File: src/rtl/iter_div.sv
// Iterative 32-bit restoring divider, signed/unsigned, one quotient bit per cycle.
// Optional macro ITER_DIV_EARLY_OUT_EN: short path for zero divisor or |divisor| > |dividend|.
module iter_div (
  input  logic        clk,
  input  logic        reset,
  input  logic        start,
  input  logic [31:0] in1,
  input  logic [31:0] in2,
  input  logic        Sign,
  output logic [31:0] quotient,
  output logic [31:0] remainder,
  output logic        busy,
  output logic        done,
  output logic        div_zero
);

  localparam int unsigned W  = 32;
  localparam int unsigned CW = 5;
  localparam logic [CW-1:0] LAST_ITER = CW'(W - 1);

  typedef enum logic [1:0] {IDLE, CALC, FIX, DONE} state_t;

  state_t         state;
  state_t         state_nxt;
  logic [W-1:0]   dvd;
  logic [W-1:0]   dvs;
  logic [W-1:0]   rem;
  logic [CW-1:0]  count;
  logic           neg_q;
  logic           neg_r;
  logic           dz;

  logic           latch_c;
  logic           step_c;
  logic           finish_c;
  logic           go_idle_c;

  // Operand magnitudes; a zero divisor forces unsigned treatment of both operands.
  logic           sgn_eff_c;
  logic           a_neg_c;
  logic           b_neg_c;
  logic [W-1:0]   a_mag_c;
  logic [W-1:0]   b_mag_c;
  logic           skip_c;

  always_comb begin
    sgn_eff_c = Sign & (in2 != '0);
    a_neg_c   = sgn_eff_c & in1[W-1];
    b_neg_c   = sgn_eff_c & in2[W-1];
    a_mag_c   = a_neg_c ? (~in1 + W'(1)) : in1;
    b_mag_c   = b_neg_c ? (~in2 + W'(1)) : in2;
  end

`ifdef ITER_DIV_EARLY_OUT_EN
  logic early;
  logic early_finish_c;
  assign skip_c = (in2 == '0) | (b_mag_c > a_mag_c);
`else
  assign skip_c = 1'b0;
`endif

  // One restoring step: shift next dividend bit into the partial remainder.
  logic [W:0]     trial_c;
  logic           ge_c;
  logic [W-1:0]   rem_step_c;
  logic [W-1:0]   dvd_step_c;

  always_comb begin
    trial_c    = {rem, dvd[W-1]};
    ge_c       = trial_c >= {1'b0, dvs};
    rem_step_c = ge_c ? W'(trial_c - {1'b0, dvs}) : trial_c[W-1:0];
    dvd_step_c = {dvd[W-2:0], ge_c};
  end

  logic [W-1:0]   q_fix_c;
  logic [W-1:0]   r_fix_c;

  always_comb begin
    q_fix_c = neg_q ? (~dvd + W'(1)) : dvd;
    r_fix_c = neg_r ? (~rem + W'(1)) : rem;
  end

  always_ff @(posedge clk or posedge reset) begin
    if (reset) state <= IDLE;
    else       state <= state_nxt;
  end

  always_comb begin
    state_nxt = state;
    latch_c   = 1'b0;
    step_c    = 1'b0;
    finish_c  = 1'b0;
    go_idle_c = 1'b0;
`ifdef ITER_DIV_EARLY_OUT_EN
    early_finish_c = 1'b0;
`endif
    case (state)
      IDLE: begin
        if (start) begin
          latch_c   = 1'b1;
          state_nxt = skip_c ? DONE : CALC;
        end
      end
      CALC: begin
        step_c = 1'b1;
        if (count == LAST_ITER) state_nxt = FIX;
      end
      FIX: begin
        finish_c  = 1'b1;
        state_nxt = DONE;
      end
      DONE: begin
`ifdef ITER_DIV_EARLY_OUT_EN
        // Short path spends its first DONE cycle producing the result.
        if (early) begin
          early_finish_c = 1'b1;
        end else begin
          go_idle_c = 1'b1;
          state_nxt = IDLE;
        end
`else
        go_idle_c = 1'b1;
        state_nxt = IDLE;
`endif
      end
      default: state_nxt = IDLE;
    endcase
  end

  always_ff @(posedge clk or posedge reset) begin
    if (reset) begin
      dvd       <= '0;
      dvs       <= '0;
      rem       <= '0;
      count     <= '0;
      neg_q     <= 1'b0;
      neg_r     <= 1'b0;
      dz        <= 1'b0;
      quotient  <= '0;
      remainder <= '0;
      busy      <= 1'b0;
      done      <= 1'b0;
      div_zero  <= 1'b0;
`ifdef ITER_DIV_EARLY_OUT_EN
      early     <= 1'b0;
`endif
    end else begin
      if (latch_c) begin
        dvd      <= a_mag_c;
        dvs      <= b_mag_c;
        rem      <= '0;
        count    <= '0;
        neg_q    <= a_neg_c ^ b_neg_c;
        neg_r    <= a_neg_c;
        dz       <= (in2 == '0);
        div_zero <= 1'b0;
        busy     <= 1'b1;
`ifdef ITER_DIV_EARLY_OUT_EN
        early    <= skip_c;
`endif
      end
      if (step_c) begin
        rem   <= rem_step_c;
        dvd   <= dvd_step_c;
        count <= count + CW'(1);
      end
      if (finish_c) begin
        quotient  <= q_fix_c;
        remainder <= r_fix_c;
        div_zero  <= dz;
        done      <= 1'b1;
      end
`ifdef ITER_DIV_EARLY_OUT_EN
      // Quotient magnitude is all-ones (zero divisor) or zero; remainder is the dividend.
      if (early_finish_c) begin
        quotient  <= dz ? '1 : '0;
        remainder <= neg_r ? (~dvd + W'(1)) : dvd;
        div_zero  <= dz;
        done      <= 1'b1;
        early     <= 1'b0;
      end
`endif
      if (go_idle_c) begin
        done <= 1'b0;
        busy <= 1'b0;
      end
    end
  end

endmodule

File: config.mk
export PLATFORM = sky130hd
export DESIGN_NAME = iter_div
export DESIGN_NICKNAME = d
export VERILOG_FILES = /design/src/rtl/iter_div.sv
export SDC_FILE = /design/constraint.sdc
export NUM_CORES = 1
export LEC_CHECK = 0
export ABC_AREA = 0
export ABC_CLOCK_PERIOD_IN_PS = 7150
export CORE_MARGIN = 5
export CORE_UTILIZATION = 57
export CTS_CLUSTER_SIZE = 28
export DETAILED_ROUTE_END_ITERATION = 10
export HOLD_SLACK_MARGIN = 0.06
export MAX_ROUTING_LAYER = met4
export PLACE_DENSITY = 0.9
export SLEW_MARGIN = 0
export SYNTH_ARGS = -nofsm -noshare
export SYNTH_HDL_FRONTEND = slang
export SYNTH_SLANG_ARGS = --single-unit
File: constraint.sdc
create_clock -name clk -period 7.15 [get_ports clk]
set_input_delay 1.0725 -clock clk [delete_from_list [all_inputs] [get_ports clk]]
set_output_delay 1.0725 -clock clk [all_outputs]
set_load 0.02 [all_outputs]
* Yosys cells after proc, flatten, opt, wreduce, memory -nomap -nowiden
Cells that the tools add are included.
Operators by class: add/sub/neg operators 6, $mul 0, div/mod/pow operators 0, order comparisons 1, eq/ne operators 6, shift-type cells 0, multiplexer cells 25, bitwise logic cells 8, reductions and logical operators 8
Operators by type and width (number):
- two-way mux 32 bit | 9
- adder 32 x 1 -> 32 bit, second input constant | 4
- NOT 32 bit | 4
- >= comparator 33 x 32 -> 1 bit | 1
- logical NOT 32 bit | 1
- nonzero test 32 bit | 1
- subtractor 32 bit | 1
- two-way mux 1 bit | 11
- two-way mux 5 bit | 2
- case mux 2 bit (4 select lines) | 1
- nonzero test 2 bit | 4
- adder 5 x 1 -> 5 bit, second input constant | 1
- equality test 5 bit, second input constant | 1
- equality test 2 bit, second input constant | 2
- two-way mux 2 bit | 2
- inequality test 2 bit, second input constant | 2
- bitwise AND 1 bit | 3
- equality test 2 x 1 -> 1 bit, second input constant | 1
- logical NOT 2 bit | 1
- AND reduction 2 bit | 1
- XOR 1 bit | 1
Storage, ports and cells: flip-flop bits (word level) 173, bits in latches 0, bits in writable memories 0, ROM bits 0, input bits 68, output and inout port bits 67, word-level logic and storage cells 67, memories kept 0

* Depth between registers and ports, before layout
Gate-level depths: netlist of run 1.
depth after elaboration 6, mapped depth 13, gate-level depth less buffers 12

* Least setup slack after synthesis of run 1
Ideal clock, no wire load.
path type input to register, from in in2[7], to reg dvd[30], library setup time 0.142 ns, arrival time 3.336 ns, data required time 7.008 ns, setup slack 3.672 ns, stages on the path 10, buffers on the path 3, path through or4_1 or4_1 clkbuf_1 and4bb_1 buf_2 a21oi_2 clkbuf_1 o21ai_0 xor2_1 o221ai_1
Between the ends: longest elaborated chain between the ends 6
RTL lines:
- from (decl) | line 8 | input logic [31:0] in2,
- nonzero test 32 bit | line 47 | sgn_eff_c = Sign & (in2 != '0);
- bitwise AND 1 bit | line 47
- bitwise AND 1 bit | line 48 | a_neg_c = sgn_eff_c & in1[W-1];
- two-way mux 32 bit | line 50 | a_mag_c = a_neg_c ? (~in1 + W'(1)) : in1;
- two-way mux 32 bit | line 148 | if (latch_c) begin
- two-way mux 32 bit | line 162 | if (step_c) begin
- to (signal assigned) | line 149 | dvd <= a_mag_c;
- to (signal assigned) | line 164 | dvd <= dvd_step_c;
- to (decl) | line 25 | logic [W-1:0] dvd;
Every way passes these cells. The select of a mux whose other input is x is not followed. A chain may end at the register's enable or synchronous reset.

* Worst setup path in the final report of run 1
from in in2[0], to reg dvd[17]
Same word-level chain as after synthesis.

==> flow_metrics.py, run 1 <==
metrics = {
    "power_and_ir_drop": {
        "swShare": 0.470,
        "internal-power_w": 0.00362,
        "power_density_nw_per_um2": 503,
        "pwr-share-clk": 0.140,
        "leakage_nw": 5.77,
        "vdd_ir_drop_max_uv": 270,
        "switchingPower_w": 0.00321,
        "p_comb_frac": 0.583,
        "seqPwrFrac": 0.277,
    },
    "detailed_routing": {
        "drt_iter0_drc": 1020,
        "drc": 0,
        "drtPass1Iterations": 7,
        "wire_per_inst_um": 17.7,
        "routed_wl_um": 30400,
        "via_count": 10500,
        "post_drt_via_cell_ratio": 6.12,
        "drtAntennaViolNets": 0,
    },
    "logic_synthesis": {
        "ys_warn_count": 0,
        "synth_seq_cells": 173,
        "synthArstFlopShare": 1.00,
        "synth_cell_types": 66,
        "syn_avg_cell_area_um2": 8.55,
        "synth_edf_count": 0,
        "netlist_instances": 1346,
        "synth_nets": 1458,
        "synth-main-ff-cell": "dfrtp_1",
        "synth_seq_area_share": 0.376,
        "netlist_area_um2": 11500,
    },
    "clock_network": {
        "clock_path_buffers": 2,
        "clock_latency_ps": 440,
        "cts_resized": 0,
        "cts_setup_buffers": 0,
        "cts_hold_buffers": 0,
        "cts_num_sinks": 173,
        "htreeDepth": 4,
        "cts_made_buffers": 17,
        "clk_root_buffer_cell": "clkbuf_16",
        "clk_pin_slew_ps": 70,
        "tritoncts": "done",
    },
    "timing": {
        "final_max_slew_viol_count": 0,
        "setup_viol": 0,
        "slew-limit-headroom": 0.220,
        "tightest_slew_ps": 1170,
        "fmaxAchievable_ghz": 0.242,
        "setup_ws_ps": 3020,
        "period_needed_ps": 4130,
        "fin_setup_tns_ps": 0,
        "rsz0062_at_grt": "no",
        "fin_crit_sh": 0.578,
        "hold_viol_final": 0,
        "skew_ps": 8.23,
    },
    "finish": {
        "final.fill_count": 1508,
        "syn2layout_area_growth_pct": 18.0,
        "drive_gt1_frac": 0.0613,
        "diodes": 0,
        "finalNetCount": 1550,
        "final_cell_mix": "nand2_1, dfrtp_1, clkdlybuf4s50_1",
        "fin_util": 0.678,
        "final_common_cell": "nand2_1",
    },
    "critical_path": {
        "end_kind": "flip-flop",
        "rr_worst_depth": 12,
        "ff2ff_setup_slack_ps": 3600,
        "cp_max_fo": 26,
        "r2r-start": "dvd[31]",
        "startpoint": "in2[0]",
        "cp.required_ps": 7510,
        "r2r-end": "rem[20]",
        "startpoint_type": "input port",
        "path_class": "input port to flip-flop",
        "arrival_ps": 4490,
    },
    "grt": {
        "antenna_found_initial": 0,
        "grt_max_degree": 116,
        "grt_pass1_wl_um": 50600,
        "grt_overflow": 0,
        "grt_pass1_vias": 10100,
        "track_usage": 0.267,
    },
    "placed_design": {
        "place_ws_ps": 2720,
        "gp_congestion": 0.960,
        "portBuffers": 134,
        "hpwl_um": 22000,
    },
    "hold_path": {
        "min_from": "dvs[8]",
        "hold-path-endpoint": "dvs[8]",
        "holdCritPathClass": "flip-flop to flip-flop",
        "hold_depth": 2,
    },
    "die": {
        "io_pins": 135,
        "die-area_um2": 23100,
        "start_util": 0.574,
        "core_um2": 20000,
        "fp.dieW_um": 152,
        "rows": 52,
        "die_h_um": 152,
    },
    "outcome": {
        "status": "complete, no violations",
    },
    "flow_run": {
        "cap_viol_max_count": 0,
    },
}
==> state kept, by name, indices dropped and copies added (netlist names) <==
name       count
div_zero       1
quotient      32
neg_r          1
rem           32
remainder     32
count          5
done           1
neg_q          1
dvd           32
busy           1
dz             1
dvs           32
state          2
==> worst max-delay path by stage <==
stage / endpoint / slack (ps) / cells after the start
floorplan: busy / 1390 / 1
global placement: dvd[8] / 2780 / 11
detailed placement: dvd[8] / 2720 / 11
CTS: dvd[17] / 3100 / 11
global route: dvd[17] / 2840 / 11
finish: dvd[17] / 3020 / 11
==> power groups by stage <==
stage	clock, W	combinational (W)	sequential [W]
floorplan	0	0.00267	0.00196
global placement	0	0.00376	0.00186
detailed placement	0	0.00389	0.00189
CTS	0.000965	0.00395	0.00187
global route	0.00101	0.00438	0.00194
finish	0.000959	0.00398	0.00189
==> critical path: stages <==
cell and delay, ps:
clkdlybuf4s50_1 510, inv_1 70, ha_1 230, nand2b_1 120, or4_1 250, and4bb_1 340, a21oi_2 960, nand2_1 160
or2_2 340, a31o_2 250, o21ai_0 160
==> cells in the mapped netlist (16+ instances only) <==
library cell	instances	area, µm²
mux2i_1	43	430
dfrtp_1	173	4330
o41ai_1	16	140
ha_1	43	538
o31ai_1	32	240
inv_1	53	199
nand2_1	178	668
clkbuf_1	54	203
xor2_1	79	692
a21oi_1	103	515
a21o_1	16	120
nor3_1	21	105
nand3_1	23	115
xnor2_1	64	561
o21ai_0	127	636
nor2_1	113	424
==> cell type report <==
class                      instances  area [µm²]  share of cell area
clock inverter                    14         176              0.0130
inverter                          53         204              0.0150
clock buffer                      18         429              0.0316
timing repair buffer             143        1410               0.104
sequential                       173        4330               0.319
tap                              270         338              0.0249
multi-input combinational       1050        6700               0.493
==> routing by layer <==
layer	global-route usage	up-vias	part of all wire
met2	0.392	509	0.44
li1	-	4952	-
met1	0.374	5011	0.44
met4	0.0758	0	0.020
met5	-	-	0
met3	0.0609	63	0.094
==> stage by stage <==
stage | cells | instance area, µm² | hold WS, ps | power (W)
final | 1721 | 13600 | 480 | 0.00684
after global routing | 1721 | 13600 | 504 | 0.00733
after CTS | 1721 | 13600 | 486 | 0.00679
after detailed placement | 1689 | 13000 | 471 | 0.00577
after global placement | 1689 | 13000 | 461 | 0.00562
after floorplan | 1346 | 11500 | 450 | 0.00463
==> logic make-up after synthesis <==
family	share of synthesized area
and+or+nand+nor	0.175
buffers and inverters	0.0443
adders and majority gates	0.0485
xor gates and xnor gates	0.109
DFF	0.376
AOI/OAI and AO/OA	0.195
muxes	0.0521
(Power assumes the default switching activity.)
==> run 2: changes to the inputs <==
- ABC_CLOCK_PERIOD_IN_PS: 7150 -> 3900
- clock period: 7.15 -> 3.9 ns (I/O delays scaled with it)
==> flow_metrics.py, run 2 (synthesis gave the netlist of run 1 again) <==
metrics = {
    "critical_path": {
        "startpoint": "dvd[0]",
        "cp_max_fo": 6,
        "rr_worst_depth": 10,
        "r2r-start": "dvd[0]",
        "path_class": "flip-flop to flip-flop",
        "ff2ff_setup_slack_ps": 350,
        "cp.required_ps": 4170,
        "r2r-end": "quotient[30]",
        "setup.worst_path.end": "quotient[30]",
        "end_kind": "flip-flop",
        "startpoint_type": "flip-flop",
        "arrival_ps": 3820,
    },
    "die": {
        "start_util": 0.574,
        "rows": 52,
        "core_um2": 20000,
        "io_pins": 135,
        "die-area_um2": 23100,
        "die_h_um": 152,
        "fp.dieW_um": 152,
    },
    "power_and_ir_drop": {
        "power_density_nw_per_um2": 909,
        "vdd_ir_drop_max_uv": 478,
        "finalPower_w": 0.0124,
        "leakage_nw": 5.83,
    },
    "placed_design": {
        "hpwl_um": 21900,
        "place_inst": 1700,
        "gp_congestion": 0.952,
        "portBuffers": 134,
    },
    "timing": {
        "rsz0062_at_grt": "no",
        "skew_ps": 9.20,
        "period_needed_ps": 3550,
        "tightest_slew_ps": 1110,
        "fmaxAchievable_ghz": 0.282,
        "fin_crit_sh": 0.910,
        "hold_viol_final": 0,
        "fin_setup_tns_ps": 0,
        "slew-limit-headroom": 0.259,
        "final_max_slew_viol_count": 0,
        "setup_viol": 0,
    },
    "clock_network": {
        "cts_made_buffers": 17,
        "cts_resized": 0,
        "clock_latency_ps": 440,
        "clock_path_buffers": 2,
        "htreeDepth": 4,
        "cts_hold_buffers": 0,
        "clk_root_buffer_cell": "clkbuf_16",
        "clk_pin_slew_ps": 70,
        "cts_num_sinks": 173,
        "cts_setup_buffers": 0,
        "tritoncts": "done",
    },
    "hold_path": {
        "hold_depth": 2,
        "holdCritPathClass": "flip-flop to flip-flop",
    },
    "detailed_routing": {
        "drtAntennaViolNets": 0,
        "via_count": 10400,
        "routed_wl_um": 29700,
        "drc": 0,
        "wire_per_inst_um": 17.2,
        "drt_iter0_drc": 921,
        "drtPass1Iterations": 7,
        "post_drt_via_cell_ratio": 6.00,
    },
    "finish": {
        "final.fill_count": 1551,
        "finalNetCount": 1561,
        "diodes": 0,
        "instances_no_fill": 1731,
        "syn2layout_area_growth_pct": 18.7,
        "drive_gt1_frac": 0.0684,
        "seq_area_um2": 4330,
        "final_cell_mix": "nand2_1, dfrtp_1, clkdlybuf4s50_1",
        "multi_input_area_um2": 6700,
        "final_common_cell": "nand2_1",
    },
    "grt": {
        "grt_pass1_wl_um": 49300,
        "grt_max_degree": 174,
        "grt_pass1_vias": 9723,
        "grt_overflow": 0,
        "track_usage": 0.261,
        "grt.busiest_layer": "met1",
        "antenna_found_initial": 0,
        "met1_usage": 0.383,
        "grtUsageMet2": 0.373,
        "grtUsageMet3": 0.0526,
    },
    "outcome": {
        "status": "complete, no violations",
    },
    "flow_run": {
        "cap_viol_max_count": 0,
    },
}
## run 2: worst min path at each step
stage | from | to | slack (ps)
global placement | dvs[24] | dvs[24] | 460
finish | dvs[11] | dvs[11] | 480
floorplan | dvs[10] | dvs[10] | 450
global route | dvs[8] | dvs[8] | 500
detailed placement | dvs[11] | dvs[11] | 470
CTS | dvs[11] | dvs[11] | 490
## run 2: per-stage QoR
step	hold slack, ps	instance area (µm²)	setup slack, ps	util
2_1_floorplan	450	11500	910	-
3_3_place_gp	461	13100	258	0.654
3_5_place_dp	471	13100	139	0.654
5_1_grt	502	13700	193	0.682
4_1_cts	486	13700	415	0.682
6_report	480	13700	353	0.682
## run 2: layout make-up
cell class / count / share of cell area
timing repair buffer: 154 / 0.112
clock buffer: 17 / 0.0311
sequential: 173 / 0.317
tap: 270 / 0.0247
multi-input combinational: 1050 / 0.490
clock inverter: 14 / 0.00999
inverter: 53 / 0.0148
## run 2: per-layer routing
metal | up-vias | routed length, µm
li1 | 4989 | -
met1 | 4945 | 13800
met2 | 423 | 13000
met3 | 30 | 2550
met4 | 0 | 363
met5 | - | 0
## run 2: critical path, cell delays in order, from the launching register on
cell and delay (ps):
dfrtp_1 470, inv_1 140, ha_1 200, or4b_2 610, or4_1 500, nor2b_1 180
nand3_1 220, or3_1 460, o31ai_1 310, xor2_1 200, a21oi_1 90
## run 2: power breakdown
part	leakage [nW]	switching, W	total [W]	internal (W)
clock	0.278	0.000754	0.00164	0.000889
sequential	2.13	0.000873	0.00348	0.00261
combinational	3.42	0.00417	0.00729	0.00312
==> run 3: changes to the inputs <==
- SKIP_CTS_REPAIR_TIMING: default -> 1
- TNS_END_PERCENT: default -> 10
==> results of run 3 <==
No change in the layout: final DEF, timing and power equal those of run 2.
==> RTL change: new RTL, settings of run 1 <==
Build with the macro `ITER_DIV_EARLY_OUT_EN` defined.
--- a/src/rtl/iter_div.sv
+++ b/src/rtl/iter_div.sv
@@ -1,5 +1,7 @@
 // Iterative 32-bit restoring divider, signed/unsigned, one quotient bit per cycle.
 // Optional macro ITER_DIV_EARLY_OUT_EN: short path for zero divisor or |divisor| > |dividend|.
+`define ITER_DIV_EARLY_OUT_EN
+
 module iter_div (
   input  logic        clk,
   input  logic        reset,
Check against the original RTL: not equivalent (a bounded check fails within 4 cycles, from zero or initial values and one cycle with reset high).
==> RTL change against run 1 <==
  * Combinational power is 18% higher
  * Highest routed layer unchanged
  * Global-route usage up 5.1 points
  * Sequential cell count grew 1
  * Worst setup slack worse by 1200 ps
  * Power grew 14%
  * Largest cell class unchanged
  * Critical path type unchanged
  * Utilization is 1.8 points lower
  * Sequential share of layout area is 3.4 points lower
  * Synthesized area up 16%
  * Design area up 13%
  * Hold slack improved by 25 ps
  * Synthesized cell count grew 19%
  * Non-clock buffer count did not move
  * Routed wire length up 37%
==> RTL change: results (changes against run 1) <==
| Metric | Value |
|---|---|
| Cell variety after synth | 72 (was 66) |
| First-pass GRT wire length | 64.9 mm (was 50.6 mm) |
| Pre-CTS WS | 1350 ps (was 2720 ps) |
| Setup Skew | 15.2 ps (was 8.23 ps) |
| Worst R2R Path Depth | 9 (was 12) |
| Total GRT Usage | 31.8% (was 26.7%) |
| Worst VDD drop | 226 uV (was 270 uV) |
| Initial drt markers | 1,448 (was 1,020) |
| DRC violations left | 0 (unchanged) |
| Clock Path Buffers | 2 (unchanged) |
| Drt wl/cell | 20.8 um (was 17.7 um) |
| R2R setup slack | 3020 ps (was 3600 ps) |
| Origin of the worst setup path | in2[23] (was in2[0]) |
| Drt first pass iters | 6 (was 7) |
| Syn_area_per_cell | 8.27 um2 (was 8.55 um2) |
| Leakage | 6.40 nW (was 5.77 nW) |
| Largest net degree at the start of global routing | 115 (was 116) |
| Run status | completed (unchanged) |
| Critical Path End | state[1] (was dvd[17]) |
| Post-Route WL | 41.5 mm (was 30.4 mm) |
| Register clock-pin slew on the reported worst setup and hold paths | 70 ps (about the same) |
| Min Tclk post-route | 5350 ps (was 4130 ps) |
| Postcts setup bufs | 0 (unchanged) |
| Worst Tran Pin Value | 1130 ps (was 1170 ps) |
| Placed Cells incl. Taps | 1,959 (was 1,689) |
| YS warnings | 0 (unchanged) |
| Hold WC Path Type | flip-flop to flip-flop (unchanged) |
| Worst path max stage delay | 610 ps (was 960 ps) |
| Largest cells by area after synthesis | dfrtp_1 (33%), xor2_1 (7.6%), o21ai_0 (7.5%), ha_1 (7.1%), nand2_1 (6.3%) (was dfrtp_1 (38%), xor2_1 (6.0%), nand2_1 (5.8%), o21ai_0 (5.5%), xnor2_1 (4.9%)) |
| CP max FO | 11 (was 26) |
| Critical path's slowest cell | o211ai_2 (was a21oi_2) |
| CTS buffer count | 17 (unchanged) |
| Number of global-route vias before repair | 11,934 (was 10,050) |
| Placer Congestion | 1.00 (was 0.960) |
| Clk root buf | clkbuf_16 (unchanged) |
| Async SR Flop Fraction | 100% (unchanged) |
| DPL Wire Length | 31.1 mm (was 22.0 mm) |
| Worst-Skew Late Latency | 450 ps |
| Antenna violations before repair | 1 (was 0) |
| Reg2reg start | rem[19] (was dvd[31]) |
| Vias | 12,802 (was 10,535) |
| Htree depth | 4 (unchanged) |
| Port Buffers | 134 (unchanged) |
| Share of layout cells above drive strength 1 | 4.96% (was 6.13%) |
| Sequential area share after synthesis | 32.7% (was 37.6%) |
| Worst reg2reg endpoint | rem[30] (was rem[20]) |
| DP Area | 14,700 um2 (was 13,000 um2) |
| Post-layout net count | 1,803 (was 1,550) |
| CP arrival | 5700 ps (was 4490 ps) |
| Post-CTS Resized | 0 (unchanged) |
| Synth cell count leaders | nand2_1 (222), o21ai_0 (199), dfrtp_1 (174), xor2_1 (116), a21oi_1 (88) (was nand2_1 (178), dfrtp_1 (173), o21ai_0 (127), nor2_1 (113), a21oi_1 (103)) |
RTL change: logic make-up (layout without fill, tap and decap cells):
kind of cell,Yosys count,after routing,synth area share (%)
and+or+nand+nor,460,460,16.5
muxes,25,25,1.91
AOI/OAI and AO/OA,523,523,24.7
other,0,1,0
xor gates and xnor gates,175,175,11.9
DFF,174,174,32.7
adders and majority gates,76,76,7.20
buffers and inverters,175,239,5.11
RTL change: final cells by class:
type / instances / area [um2]
timing repair buffer: 143 / 1410
clock inverter: 13 / 169
multi-input combinational: 1259 / 8290
clock buffer: 19 / 443
sequential: 174 / 4360
inverter: 64 / 245
fill: 1846 / 7880
tap: 319 / 399
antenna: 1 / 2.50
RTL change: worst max-delay path: cells and delay by family:
kind	cells	cell delay, ps
XOR/XNOR	1	170
AND/OR/NAND/NOR	7	2280
AO/OA/AOI/OAI	5	1370
buffers and inverters	1	490
adder cells (fa/ha/maj)	1	300
RTL change: worst min-delay path by stage:
stage / depth (start not counted) / endpoint / slack, ps / start
finish: 2 / quotient[24] / 500 / quotient[24]
detailed placement: 2 / quotient[24] / 490 / quotient[24]
floorplan: 2 / dvs[0] / 450 / dvs[0]
global route: 1 / dvs[25] / 540 / dvs[25]
global placement: 1 / dvs[25] / 490 / dvs[25]
CTS: 2 / quotient[24] / 500 / quotient[24]
RTL change: power by group:
group / switching, mW / total [mW] / leakage (nW) / internal, mW
registers: 0.650 / 2.12 / 2.14 / 1.47
clock network: 0.444 / 0.987 / 0.303 / 0.543
logic: 2.79 / 4.69 / 3.95 / 1.90
RTL change: metal layers:
metal / GRT usage (%) / share of wire, % / vias to the layer above
li1: - / - / 5846
met1: 43.3 / 41 / 6089
met2: 48.6 / 45 / 743
met3: 4.30 / 9.6 / 124
met4: 12.6 / 4.4 / 0
met5: - / 0 / -
